## src/rtl/uart_fifo_core.sv

```systemverilog
`default_nettype none
// ============================================================================
// Module   : uart_fifo_core
// Brief    : Full-duplex UART with shared 16x baud tick, oversampled receiver,
//            transmitter and one FIFO per direction. Optional parity bit is
//            enabled by defining UART_PARITY_EN.
// Revision : 1.0
// ============================================================================

module uart_fifo_core_fifo #(
    parameter int WIDTH         = 8,
    parameter int DEPTH         = 16,
    parameter bit FULL_PUSH_POP = 1'b0
) (
    input  logic             clk,
    input  logic             rst_n,
    input  logic             i_push,
    input  logic [WIDTH-1:0] i_data,
    input  logic             i_pop,
    output logic [WIDTH-1:0] o_data,
    output logic             o_full,
    output logic             o_empty
);
    localparam int AW = $clog2(DEPTH);

    logic [WIDTH-1:0] r_mem [DEPTH];
    logic [AW:0]      r_wptr, r_rptr;
    logic [AW:0]      w_wptr_nxt, w_rptr_nxt;
    logic             r_full, r_empty;
    logic             w_push, w_pop;

    assign w_pop      = i_pop & ~r_empty;
    assign w_push     = i_push & (~r_full | (FULL_PUSH_POP & w_pop));
    assign w_wptr_nxt = r_wptr + {{AW{1'b0}}, w_push};
    assign w_rptr_nxt = r_rptr + {{AW{1'b0}}, w_pop};

    // Same index with differing wrap bit means full; identical pointers mean empty.
    always_ff @(posedge clk or negedge rst_n) begin
        if (!rst_n) begin
            r_wptr  <= '0;
            r_rptr  <= '0;
            r_empty <= 1'b1;
            r_full  <= 1'b0;
        end else begin
            r_wptr  <= w_wptr_nxt;
            r_rptr  <= w_rptr_nxt;
            r_empty <= (w_wptr_nxt == w_rptr_nxt);
            r_full  <= (w_wptr_nxt[AW] != w_rptr_nxt[AW]) &&
                       (w_wptr_nxt[AW-1:0] == w_rptr_nxt[AW-1:0]);
        end
    end

    always_ff @(posedge clk) begin
        if (w_push) r_mem[r_wptr[AW-1:0]] <= i_data;
    end

    assign o_data  = r_empty ? '0 : r_mem[r_rptr[AW-1:0]];
    assign o_full  = r_full;
    assign o_empty = r_empty;
endmodule

module uart_fifo_core #(
    parameter int CLK_HZ     = 50_000_000,
    parameter int BAUD       = 115200,
    parameter int DATA_BITS  = 8,
    parameter int STOP_BITS  = 1,
    parameter int FIFO_DEPTH = 16,
    parameter int PARITY_ODD = 0
) (
    input  logic                 clk,
    input  logic                 rst_n,
    input  logic                 rx,
    output logic                 tx,
    input  logic                 wr_en,
    input  logic [DATA_BITS-1:0] wr_data,
    output logic                 tx_full,
    output logic                 tx_busy,
    input  logic                 rd_en,
    output logic [DATA_BITS-1:0] rd_data,
    output logic                 rx_empty,
    output logic                 frame_err,
    output logic                 parity_err,
    output logic                 overrun
);
`ifdef UART_PARITY_EN
    localparam bit c_PAR_EN = 1'b1;
`else
    localparam bit c_PAR_EN = 1'b0;
`endif
    localparam bit       c_PAR_ODD = (PARITY_ODD != 0);
    localparam int       c_DIV_RAW = CLK_HZ / (BAUD * 16);
    localparam int       c_DIV     = (c_DIV_RAW < 1) ? 1 : c_DIV_RAW;
    localparam int       c_DIV_W   = (c_DIV > 1) ? $clog2(c_DIV) : 1;
    localparam bit [3:0] c_LAST    = 4'(DATA_BITS - 1);

    typedef enum logic [2:0] {ST_IDLE, ST_START, ST_DATA, ST_PARITY, ST_STOP} state_t;

    logic [1:0]           r_rst_sync;
    logic                 w_rst_n;
    logic [c_DIV_W-1:0]   r_div;
    logic                 w_tick;
    logic                 r_rx_meta, r_rx_sync, r_rx_prev;
    state_t               r_rx_state, w_rx_next, r_tx_state, w_tx_next;
    logic [3:0]           r_rx_tcnt, r_rx_bcnt, r_tx_tcnt, r_tx_bcnt;
    logic [DATA_BITS-1:0] r_rx_shift, r_tx_shift, w_tx_head;
    logic                 r_rx_par_bad, r_tx_par, r_tx_scnt;
    logic                 w_rx_sample, w_rx_push, w_fe_set, w_pe_set;
    logic                 w_tx_bit_end, w_tx_pop, w_tx_line, w_tx_empty, w_rx_full;
    logic                 r_tx, r_tx_busy, r_frame_err, r_parity_err, r_overrun, w_ovr_set;

    // Asynchronous assertion, release aligned to clk.
    always_ff @(posedge clk or negedge rst_n) begin
        if (!rst_n) r_rst_sync <= 2'b00;
        else        r_rst_sync <= {r_rst_sync[0], 1'b1};
    end
    assign w_rst_n = r_rst_sync[1];

    assign w_tick = (r_div == c_DIV_W'(c_DIV - 1));

    always_ff @(posedge clk or negedge w_rst_n) begin
        if (!w_rst_n) r_div <= '0;
        else          r_div <= w_tick ? '0 : r_div + 1'b1;
    end

    // ---------------- Receiver ----------------
    assign w_rx_sample = w_tick &&
        (r_rx_tcnt == ((r_rx_state == ST_START) ? 4'd7 : 4'd15));

    always_ff @(posedge clk or negedge w_rst_n) begin
        if (!w_rst_n) r_rx_state <= ST_IDLE;
        else          r_rx_state <= w_rx_next;
    end

    always_comb begin
        w_rx_next = r_rx_state;
        w_rx_push = 1'b0;
        w_fe_set  = 1'b0;
        w_pe_set  = 1'b0;
        case (r_rx_state)
            ST_IDLE:   if (r_rx_prev && !r_rx_sync) w_rx_next = ST_START;
            ST_START:  if (w_rx_sample) w_rx_next = r_rx_sync ? ST_IDLE : ST_DATA;
            ST_DATA:   if (w_rx_sample && r_rx_bcnt == c_LAST)
                           w_rx_next = c_PAR_EN ? ST_PARITY : ST_STOP;
            ST_PARITY: if (w_rx_sample) w_rx_next = ST_STOP;
            ST_STOP: begin
                if (w_rx_sample) begin
                    w_rx_next = ST_IDLE;
                    w_fe_set  = ~r_rx_sync;
                    w_pe_set  = c_PAR_EN & r_rx_par_bad;
                    w_rx_push = r_rx_sync & ~w_pe_set;
                end
            end
            default:   w_rx_next = ST_IDLE;
        endcase
    end

    always_ff @(posedge clk or negedge w_rst_n) begin
        if (!w_rst_n) begin
            r_rx_meta    <= 1'b1;
            r_rx_sync    <= 1'b1;
            r_rx_prev    <= 1'b1;
            r_rx_tcnt    <= '0;
            r_rx_bcnt    <= '0;
            r_rx_shift   <= '0;
            r_rx_par_bad <= 1'b0;
            r_frame_err  <= 1'b0;
            r_parity_err <= 1'b0;
        end else begin
            r_rx_meta    <= rx;
            r_rx_sync    <= r_rx_meta;
            r_rx_prev    <= r_rx_sync;
            r_frame_err  <= w_fe_set;
            r_parity_err <= w_pe_set;
            if (r_rx_state == ST_IDLE)  r_rx_tcnt <= '0;
            else if (w_tick)            r_rx_tcnt <= w_rx_sample ? 4'd0 : r_rx_tcnt + 4'd1;
            if (r_rx_state == ST_START) r_rx_bcnt <= '0;
            else if (r_rx_state == ST_DATA && w_rx_sample) begin
                r_rx_bcnt  <= r_rx_bcnt + 4'd1;
                r_rx_shift <= {r_rx_sync, r_rx_shift[DATA_BITS-1:1]};
            end
            if (r_rx_state == ST_START) r_rx_par_bad <= 1'b0;
            else if (r_rx_state == ST_PARITY && w_rx_sample)
                r_rx_par_bad <= (r_rx_sync != ((^r_rx_shift) ^ c_PAR_ODD));
        end
    end

    // A push that finds the FIFO full and no pop to make room is lost.
    assign w_ovr_set = w_rx_push & w_rx_full & ~(rd_en & ~rx_empty);

    always_ff @(posedge clk or negedge w_rst_n) begin
        if (!w_rst_n)      r_overrun <= 1'b0;
        else if (w_ovr_set) r_overrun <= 1'b1;
        else if (rd_en)    r_overrun <= 1'b0;
    end

    uart_fifo_core_fifo #(
        .WIDTH(DATA_BITS), .DEPTH(FIFO_DEPTH), .FULL_PUSH_POP(1'b1)
    ) u_rx_fifo (
        .clk(clk), .rst_n(w_rst_n), .i_push(w_rx_push), .i_data(r_rx_shift),
        .i_pop(rd_en), .o_data(rd_data), .o_full(w_rx_full), .o_empty(rx_empty)
    );

    // ---------------- Transmitter ----------------
    assign w_tx_bit_end = w_tick && (r_tx_tcnt == 4'd15);

    always_ff @(posedge clk or negedge w_rst_n) begin
        if (!w_rst_n) r_tx_state <= ST_IDLE;
        else          r_tx_state <= w_tx_next;
    end

    always_comb begin
        w_tx_next = r_tx_state;
        w_tx_pop  = 1'b0;
        w_tx_line = 1'b1;
        case (r_tx_state)
            ST_IDLE: begin
                if (!w_tx_empty) begin
                    w_tx_pop  = 1'b1;
                    w_tx_next = ST_START;
                end
            end
            ST_START: begin
                w_tx_line = 1'b0;
                if (w_tx_bit_end) w_tx_next = ST_DATA;
            end
            ST_DATA: begin
                w_tx_line = r_tx_shift[0];
                if (w_tx_bit_end && r_tx_bcnt == c_LAST)
                    w_tx_next = c_PAR_EN ? ST_PARITY : ST_STOP;
            end
            ST_PARITY: begin
                w_tx_line = r_tx_par;
                if (w_tx_bit_end) w_tx_next = ST_STOP;
            end
            ST_STOP: begin
                if (w_tx_bit_end && r_tx_scnt == 1'(STOP_BITS - 1)) w_tx_next = ST_IDLE;
            end
            default: w_tx_next = ST_IDLE;
        endcase
    end

    always_ff @(posedge clk or negedge w_rst_n) begin
        if (!w_rst_n) begin
            r_tx_tcnt  <= '0;
            r_tx_bcnt  <= '0;
            r_tx_scnt  <= 1'b0;
            r_tx_shift <= '0;
            r_tx_par   <= 1'b0;
            r_tx       <= 1'b1;
            r_tx_busy  <= 1'b0;
        end else begin
            r_tx      <= w_tx_line;
            r_tx_busy <= (r_tx_state != ST_IDLE) | ~w_tx_empty;
            if (r_tx_state == ST_IDLE) begin
                r_tx_tcnt <= '0;
                r_tx_bcnt <= '0;
                r_tx_scnt <= 1'b0;
            end else if (w_tick) begin
                r_tx_tcnt <= r_tx_tcnt + 4'd1;
            end
            if (w_tx_pop) begin
                r_tx_shift <= w_tx_head;
                r_tx_par   <= (^w_tx_head) ^ c_PAR_ODD;
            end else if (r_tx_state == ST_DATA && w_tx_bit_end) begin
                r_tx_shift <= r_tx_shift >> 1;
                r_tx_bcnt  <= r_tx_bcnt + 4'd1;
            end
            if (r_tx_state == ST_STOP && w_tx_bit_end) r_tx_scnt <= r_tx_scnt + 1'b1;
        end
    end

    uart_fifo_core_fifo #(
        .WIDTH(DATA_BITS), .DEPTH(FIFO_DEPTH), .FULL_PUSH_POP(1'b0)
    ) u_tx_fifo (
        .clk(clk), .rst_n(w_rst_n), .i_push(wr_en), .i_data(wr_data),
        .i_pop(w_tx_pop), .o_data(w_tx_head), .o_full(tx_full), .o_empty(w_tx_empty)
    );

    assign tx         = r_tx;
    assign tx_busy    = r_tx_busy;
    assign frame_err  = r_frame_err;
    assign parity_err = r_parity_err;
    assign overrun    = r_overrun;
endmodule

`default_nettype wire

```

## config.mk

```make
export PLATFORM = sky130hd
export DESIGN_NAME = uart_fifo_core
export DESIGN_NICKNAME = d
export VERILOG_FILES = /design/src/rtl/uart_fifo_core.sv
export SDC_FILE = /design/constraint.sdc
export NUM_CORES = 1
export LEC_CHECK = 0
export ABC_AREA = 1
export CAP_MARGIN = 10
export CORE_MARGIN = 2
export CORE_UTILIZATION = 56
export CTS_CLUSTER_DIAMETER = 120
export DETAILED_ROUTE_END_ITERATION = 12
export GPL_ROUTABILITY_DRIVEN = 0
export PLACE_DENSITY = 0.87
export SYNTH_ARGS = -nofsm -noshare
export SYNTH_HDL_FRONTEND = slang
export SYNTH_SLANG_ARGS = --single-unit
```

## constraint.sdc

```tcl
create_clock -name clk -period 2.3 [get_ports clk]
set_input_delay 0.46 -clock clk [delete_from_list [all_inputs] [get_ports clk]]
set_output_delay 0.46 -clock clk [all_outputs]
set_load 0.005 [all_outputs]
```

==> results.py, run 1 <==
metrics = {
    "yosys": {
        "synth_compound_area_frac": 0.0706,
        "netlist_top_cells_area": "edfxtp_1 (55%), dfrtp_1 (13%), nand2_1 (7.5%)",
        "synthMuxAreaShare": 0,
        "synthAdderAreaFrac": 0.0124,
        "avgSynthCellArea_sq_um": 11.1,
        "synth_largest_area_cell": "edfxtp_1",
        "synthCells": 1267,
        "synth_area_sq_um": 14100,
        "ys.warnings.count": 0,
        "yosys_register_bits": 334,
        "yosysSeqAreaShare": 0.685,
        "yosys.area.top_type_share": 0.546,
        "synth_most_common_cell": "nand2_1",
        "synth-simple-area-share": 0.163,
        "synth_cell_type_count": 36,
        "yosys-top-cells-count": "nand2_1 (282), edfxtp_1 (256), nor2_1 (142), nand3_1 (109), inv_1 (105)",
        "synth_top_family_by_area": "simple AND/OR/NAND/NOR gates",
        "synth_nets": 1294,
        "synthArstFlopShare": 0.234,
        "synth_edf_count": 256,
        "ys.flop_type": "edfxtp_1",
        "synthXorXnorAreaFrac": 0.0180,
    },
    "floorplanning": {
        "die_x_microns": 163,
        "fp.coreArea_sq_um": 25000,
        "die-area_sq_um": 26400,
        "io_pins": 28,
        "placementRows": 58,
        "start_util": 0.564,
        "dieHeight_microns": 163,
    },
    "flow_run": {
        "maxCapViolCount": 0,
    },
    "hold_path": {
        "worstHoldPathType": "in2async",
    },
    "cts": {
        "cts_tree": "built",
        "cts_max_level": 1,
        "clock_sinks": 334,
        "cts-root-buf": "clkbuf_16",
        "clk_pin_slew_worst_paths_ps": 60,
        "ctsHoldBuffers": 0,
        "cts_made_buffers": 31,
        "clk_latency_ps": 570,
        "clockBufferDepth": 3,
    },
    "global_routing": {
        "grt_pass1_wl_mm": 53.7,
        "grt_max_degree": 77,
        "antenna_found_initial": 0,
        "grt_pass1_vias": 10300,
        "overflow": 0,
        "track_usage": 0.262,
    },
    "timing": {
        "hold_violations": 0,
        "max_freq_mhz": 362,
        "slew_violations": 0,
        "tightest_slew_ps": 957,
        "timing.hold.ws_ps": 62.2,
        "setup_viol": 8,
        "layout_setup_ws_ps": -460,
        "clock-skew-final_ps": 15.6,
        "max_slew_margin": 0.362,
        "finalCritPeriodShare": 1.20,
        "final.setup.tns_ps": -3170,
        "rsz0062_at_grt": "yes",
        "period_minus_slack_ps": 2760,
    },
    "final_layout": {
        "final_util": 0.680,
        "antenna_cells": 0,
        "layout.nets": 1412,
        "final_cells": 1740,
        "stdcell_area_sq_um": 17000,
        "drive_above_1_share": 0.184,
        "area.growth.synth_to_final_pct": 20.5,
    },
    "setup_path": {
        "path_buf_inv": 3,
        "worstPathArrival_ps": 2300,
        "cpPeakStageDelay_ps": 440,
        "cp.required_ps": 1840,
        "start_kind": "flip-flop",
        "critPathMaxFanout": 18,
        "critical_path_class": "reg2out",
        "cp_top_family": "compound AO/OA/AOI/OAI gates",
        "crit_start": "u_rx_fifo.r_rptr[0]$_DFF_PN0_",
        "crit_chain": "buf_4 > buf_16 > o21ai_0 > o221ai_1 > o211ai_1 > a21oi_2 > buf_2",
        "worstReg2RegStart": "r_div[0]$_DFF_PN0_",
        "critPathCaptureType": "output port",
        "critPathSlowestCell": "dfrtp_2",
    },
    "run_status": {
        "violations": "negative setup slack",
        "status": "finished with violations",
    },
    "detailed_routing": {
        "drt_pass1_iterations": 6,
        "final_antenna_net_count": 0,
        "vias_per_cell": 6.00,
        "drc": 0,
        "wl_per_cell_microns": 20.7,
        "vias": 10400,
        "totalWireLength_mm": 36.0,
        "drtIter0Drc": 1298,
    },
    "power": {
        "leakage_nw": 7.04,
        "p_total_mw": 21.6,
        "ir_drop_mv": 0.931,
        "p_per_area_nw_per_um2": 1270,
    },
    "placed_design": {
        "portBuffers": 26,
        "hpwl_mm": 19.5,
        "pre_cts_ws_ps": -220,
        "dp.cells": 1649,
        "placed_area_sq_um": 15200,
    },
}
==> area by class of cell <==
cell class	count	area [sq um]
flip-flops and latches	334	9650
clock buffers	47	856
clock inverters	11	109
repair buffers	136	1370
well taps	330	413
multi-input cells	765	4080
fillers	1607	7990
inverters	116	469
repair inverters	1	16.3
==> power breakdown <==
part           total, mW  internal, mW  switching [mW]
sequential          7.39          7.05           0.350
combinational       9.22          3.53            5.69
clock               4.96          2.79            2.17
==> cells by family after synthesis <==
family | Yosys count
simple gates | 554
compound gates | 166
fa+ha+maj | 14
xor+xnor | 29
flops | 334
other cells | 2
buf+inv | 168
==> flip-flops by register name, indices dropped and copies added (netlist names), 3 cells and up <==
| signal | count |
|---|---|
| r_tx_shift | 8 |
| u_tx_fifo.r_wptr | 5 |
| r_tx_bcnt | 4 |
| u_tx_fifo.r_rptr | 5 |
| r_rx_bcnt | 4 |
| u_tx_fifo.r_mem | 128 |
| u_rx_fifo.r_mem | 128 |
| r_rx_shift | 8 |
| r_tx_tcnt | 4 |
| r_rx_state | 3 |
| u_rx_fifo.r_wptr | 5 |
| u_rx_fifo.r_rptr | 5 |
| r_div | 5 |
| r_rx_tcnt | 4 |
| r_tx_state | 3 |
==> placed cells by master, fill, tap and decap left out, types with 8 or more instances in the layout <==
master / synthesis / routed
ha_1: 14 / 9
nor2_2: 3 / 23
nand3_1: 109 / 101
buf_6: 4 / 13
buf_2: 16 / 8
clkbuf_1: 22 / 14
o221ai_1: 27 / 22
inv_2: 7 / 8
buf_12: 0 / 11
buf_4: 7 / 77
nor2_1: 142 / 116
inv_1: 105 / 103
a21oi_1: 15 / 9
dfrtp_1: 72 / 69
clkbuf_16: 0 / 32
nand2_1: 282 / 279
xor2_1: 19 / 17
clkdlybuf4s50_1: 0 / 18
edfxtp_1: 256 / 256
nor2_4: 2 / 8
o21ai_0: 90 / 70
o211ai_1: 14 / 14
o21ai_1: 4 / 18
xnor2_1: 10 / 8
==> path summary, 6_finish.rpt <==
check | end | slack (ps) | depth (start not counted)
max | rd_data[7] | -460 | 7
min | r_rst_sync[1]$_DFF_PN0_ | 60 | 1
max reg2reg | u_rx_fifo.o_full$_DFF_PN0_ | 30 | 15
min reg2reg | r_rst_sync[1]$_DFF_PN0_ | 350 | 0
max in group asynchronous | u_rx_fifo.r_rptr[0]$_DFF_PN0_ | 1140 | 0
min in group clk | r_rx_meta$_DFF_PN1_ | 310 | 1
==> what timing repair did <==
item                       4_1_cts  5_1_grt
gates cloned                     6        2
pin swaps                       35       29
buffers inserted                18        9
gates resized for setup         83       81
setup endpoints to repair        9      123
==> routing by layer <==
| metal | vias to the layer above | wire, microns | GRT usage |
|---|---|---|---|
| met5 | - | 0 | 0 |
| met4 | 0 | 1680 | 0.110 |
| met3 | 168 | 3620 | 0.0423 |
| met2 | 719 | 18100 | 0.464 |
| met1 | 4997 | 12600 | 0.321 |
| li1 | 4559 | - | - |
Note: power is estimated with default switching activity, not from simulation.
==> run 2, diff against run 1 <==
--- a/config.mk
+++ b/config.mk
@@ -16,3 +16,4 @@
 export SYNTH_ARGS = -nofsm -noshare
 export SYNTH_HDL_FRONTEND = slang
 export SYNTH_SLANG_ARGS = --single-unit
+export TNS_END_PERCENT = 10
==> run 2 against run 1 <==
The run still ends with negative setup slack left; sequential power barely moved; wire length fell by 0.71%; combinational power barely moved; clock skew rose by 1.3 ps; cell area fell by 0.29%; critical path depth rose by 3; hold slack barely moved; highest routed layer unchanged; maximum frequency rose by 0.52%; global-route usage fell by 0.17 points; total power barely moved; worst setup slack improved by 14 ps; final cell count rose by 0.29%.
==> results.py, run 2 (synthesis results as in run 1) <==
metrics = {
    "power": {
        "ir_drop_mv": 0.973,
        "p_per_area_nw_per_um2": 1270,
        "intPower_mw": 13.4,
        "pwr-share-seq": 0.343,
        "leakage_nw": 7.08,
        "clockPowerShare": 0.229,
        "swShare": 0.379,
        "p_total_mw": 21.6,
        "comb_power_share": 0.429,
        "p_switching_mw": 8.18,
    },
    "setup_path": {
        "rr_worst_depth": 12,
        "critPathCaptureType": "output port",
        "critPathMaxFanout": 5,
        "worstReg2RegStart": "r_rx_state[2]$_DFFE_PN0P_",
        "r2r-end": "u_rx_fifo.o_full$_DFF_PN0_",
        "r2r_slack_ps": -20,
        "cp.required_ps": 1840,
        "start_kind": "flip-flop",
        "critical_path_class": "reg2out",
        "worstPathArrival_ps": 2290,
    },
    "final_layout": {
        "area.growth.synth_to_final_pct": 20.2,
        "regArea_sq_um": 9650,
        "multi_input_area_sq_um": 4010,
        "drive_above_1_share": 0.175,
        "antenna_cells": 0,
        "layout.nets": 1417,
        "mostFrequentLayoutCell": "nand2_1",
        "nFillCells": 1592,
        "final_util": 0.678,
        "layout_common_cells": "nand2_1 (282), edfxtp_1 (256), nor2_1 (125)",
    },
    "global_routing": {
        "track_usage": 0.260,
        "overflow": 0,
        "antenna_found_initial": 0,
        "grt_pass1_vias": 10200,
        "grt_pass1_wl_mm": 53.5,
        "grt_max_degree": 77,
    },
    "floorplanning": {
        "die_x_microns": 163,
        "fp.coreArea_sq_um": 25000,
        "placementRows": 58,
        "io_pins": 28,
        "dieHeight_microns": 163,
        "start_util": 0.564,
        "die-area_sq_um": 26400,
    },
    "cts": {
        "clk_pin_slew_worst_paths_ps": 60,
        "clock_sinks": 334,
        "cts_made_buffers": 31,
        "clk_latency_ps": 560,
        "cts_tree": "built",
        "clockBufferDepth": 3,
        "cts-root-buf": "clkbuf_16",
        "cts_max_level": 1,
    },
    "timing": {
        "max_freq_mhz": 364,
        "setup_viol": 10,
        "period_minus_slack_ps": 2750,
        "layout_setup_ws_ps": -445,
        "hold_violations": 0,
        "max_slew_margin": 0.362,
        "clock-skew-final_ps": 16.9,
        "tightest_slew_ps": 957,
        "finalCritPeriodShare": 1.19,
        "timing.hold.ws_ps": 62.2,
        "slew_violations": 0,
        "rsz0062_at_grt": "yes",
    },
    "detailed_routing": {
        "wl_per_cell_microns": 20.5,
        "drtIter0Drc": 1327,
        "drt_pass1_iterations": 6,
        "final_antenna_net_count": 0,
        "drc": 0,
        "totalWireLength_mm": 35.7,
        "vias": 10300,
        "vias_per_cell": 5.90,
    },
    "placed_design": {
        "hpwl_mm": 19.5,
        "portBuffers": 26,
        "pre_cts_ws_ps": -220,
    },
    "run_status": {
        "status": "finished with violations",
        "violations": "negative setup slack",
    },
    "hold_path": {
        "worstHoldPathType": "in2async",
    },
    "flow_run": {
        "maxCapViolCount": 0,
    },
}
## run 2: cell types whose count changed in the layout (fill, tap and decap cells not counted), sizes merged
cell,before,now
buf,117,122
clkdlybuf4s50,18,17
clkinv,12,11
dlymetal6s2s,0,1
inv,113,114
## run 2: what timing repair did
item,CTS,global route
gates resized for setup,78,52
hold buffers,0,0
pin swaps,31,28
endpoints found under the setup margin,9,143
gates cloned,6,2
setup buffers,15,16
endpoints found under the hold margin,0,0
## run 2: layout make-up
cell class,count,area share
flip-flops and latches,334,0.571
multi-input cells,765,0.237
repair buffers,141,0.0827
clock buffers,47,0.0506
inverters,116,0.0276
well taps,330,0.0244
clock inverters,11,0.00643
repair inverters,1,0.000666
## run 2: critical path, stage by stage, from the launching register on
cell       delay [ps]
dfrtp_2           460
buf_12            170
clkinv_16          70
buf_12            120
buf_12            100
buf_6              80
nor2_2             30
o221ai_1          290
nand3_1           140
a21oi_2           150
buf_2             120
## run 2: worst max-delay path by stage
stage	start	end	slack (ps)	cells after the start
floorplan	r_div[0]$_DFF_PN0_	u_rx_fifo.o_full$_DFF_PN0_	-20	15
global placement	rd_en	u_rx_fifo.o_full$_DFF_PN0_	-90	12
detailed placement	u_rx_fifo.r_rptr[0]$_DFF_PN0_	rd_data[7]	-220	7
CTS	u_rx_fifo.r_rptr[0]$_DFF_PN0_	rd_data[7]	-360	9
global route	u_rx_fifo.r_rptr[0]$_DFF_PN0_	rd_data[2]	-520	10
finish	u_rx_fifo.r_rptr[0]$_DFF_PN0_	rd_data[2]	-450	10
## run 2: metal layers
| layer | up-vias | routed length [microns] | GRT usage |
|---|---|---|---|
| li1 | 4577 | - | - |
| met4 | 0 | 1780 | 0.107 |
| met3 | 147 | 3130 | 0.0407 |
| met5 | - | 0 | 0 |
| met2 | 652 | 18200 | 0.463 |
| met1 | 4916 | 12600 | 0.319 |
## run 2: metrics by stage
stage,std cells,TNS [ps],cell area (sq um)
finish,1745,-3130,16900
global route,1745,-6650,16900
CTS,1728,-2710,16600
detailed placement,1649,-1750,15200
global placement,1649,-157,15200
floorplan,1267,-19.5,14100
## run 2: power by group through the flow
stage | Sequential, mW | Clock [mW] | Combinational (mW)
2_1_floorplan | 7.37 | 0 | 4.89
3_3_place_gp | 7.46 | 0 | 6.96
6_report | 7.39 | 4.93 | 9.25
3_5_place_dp | 7.48 | 0 | 7.41
4_1_cts | 7.38 | 4.91 | 8.36
5_1_grt | 7.43 | 5.19 | 9.89
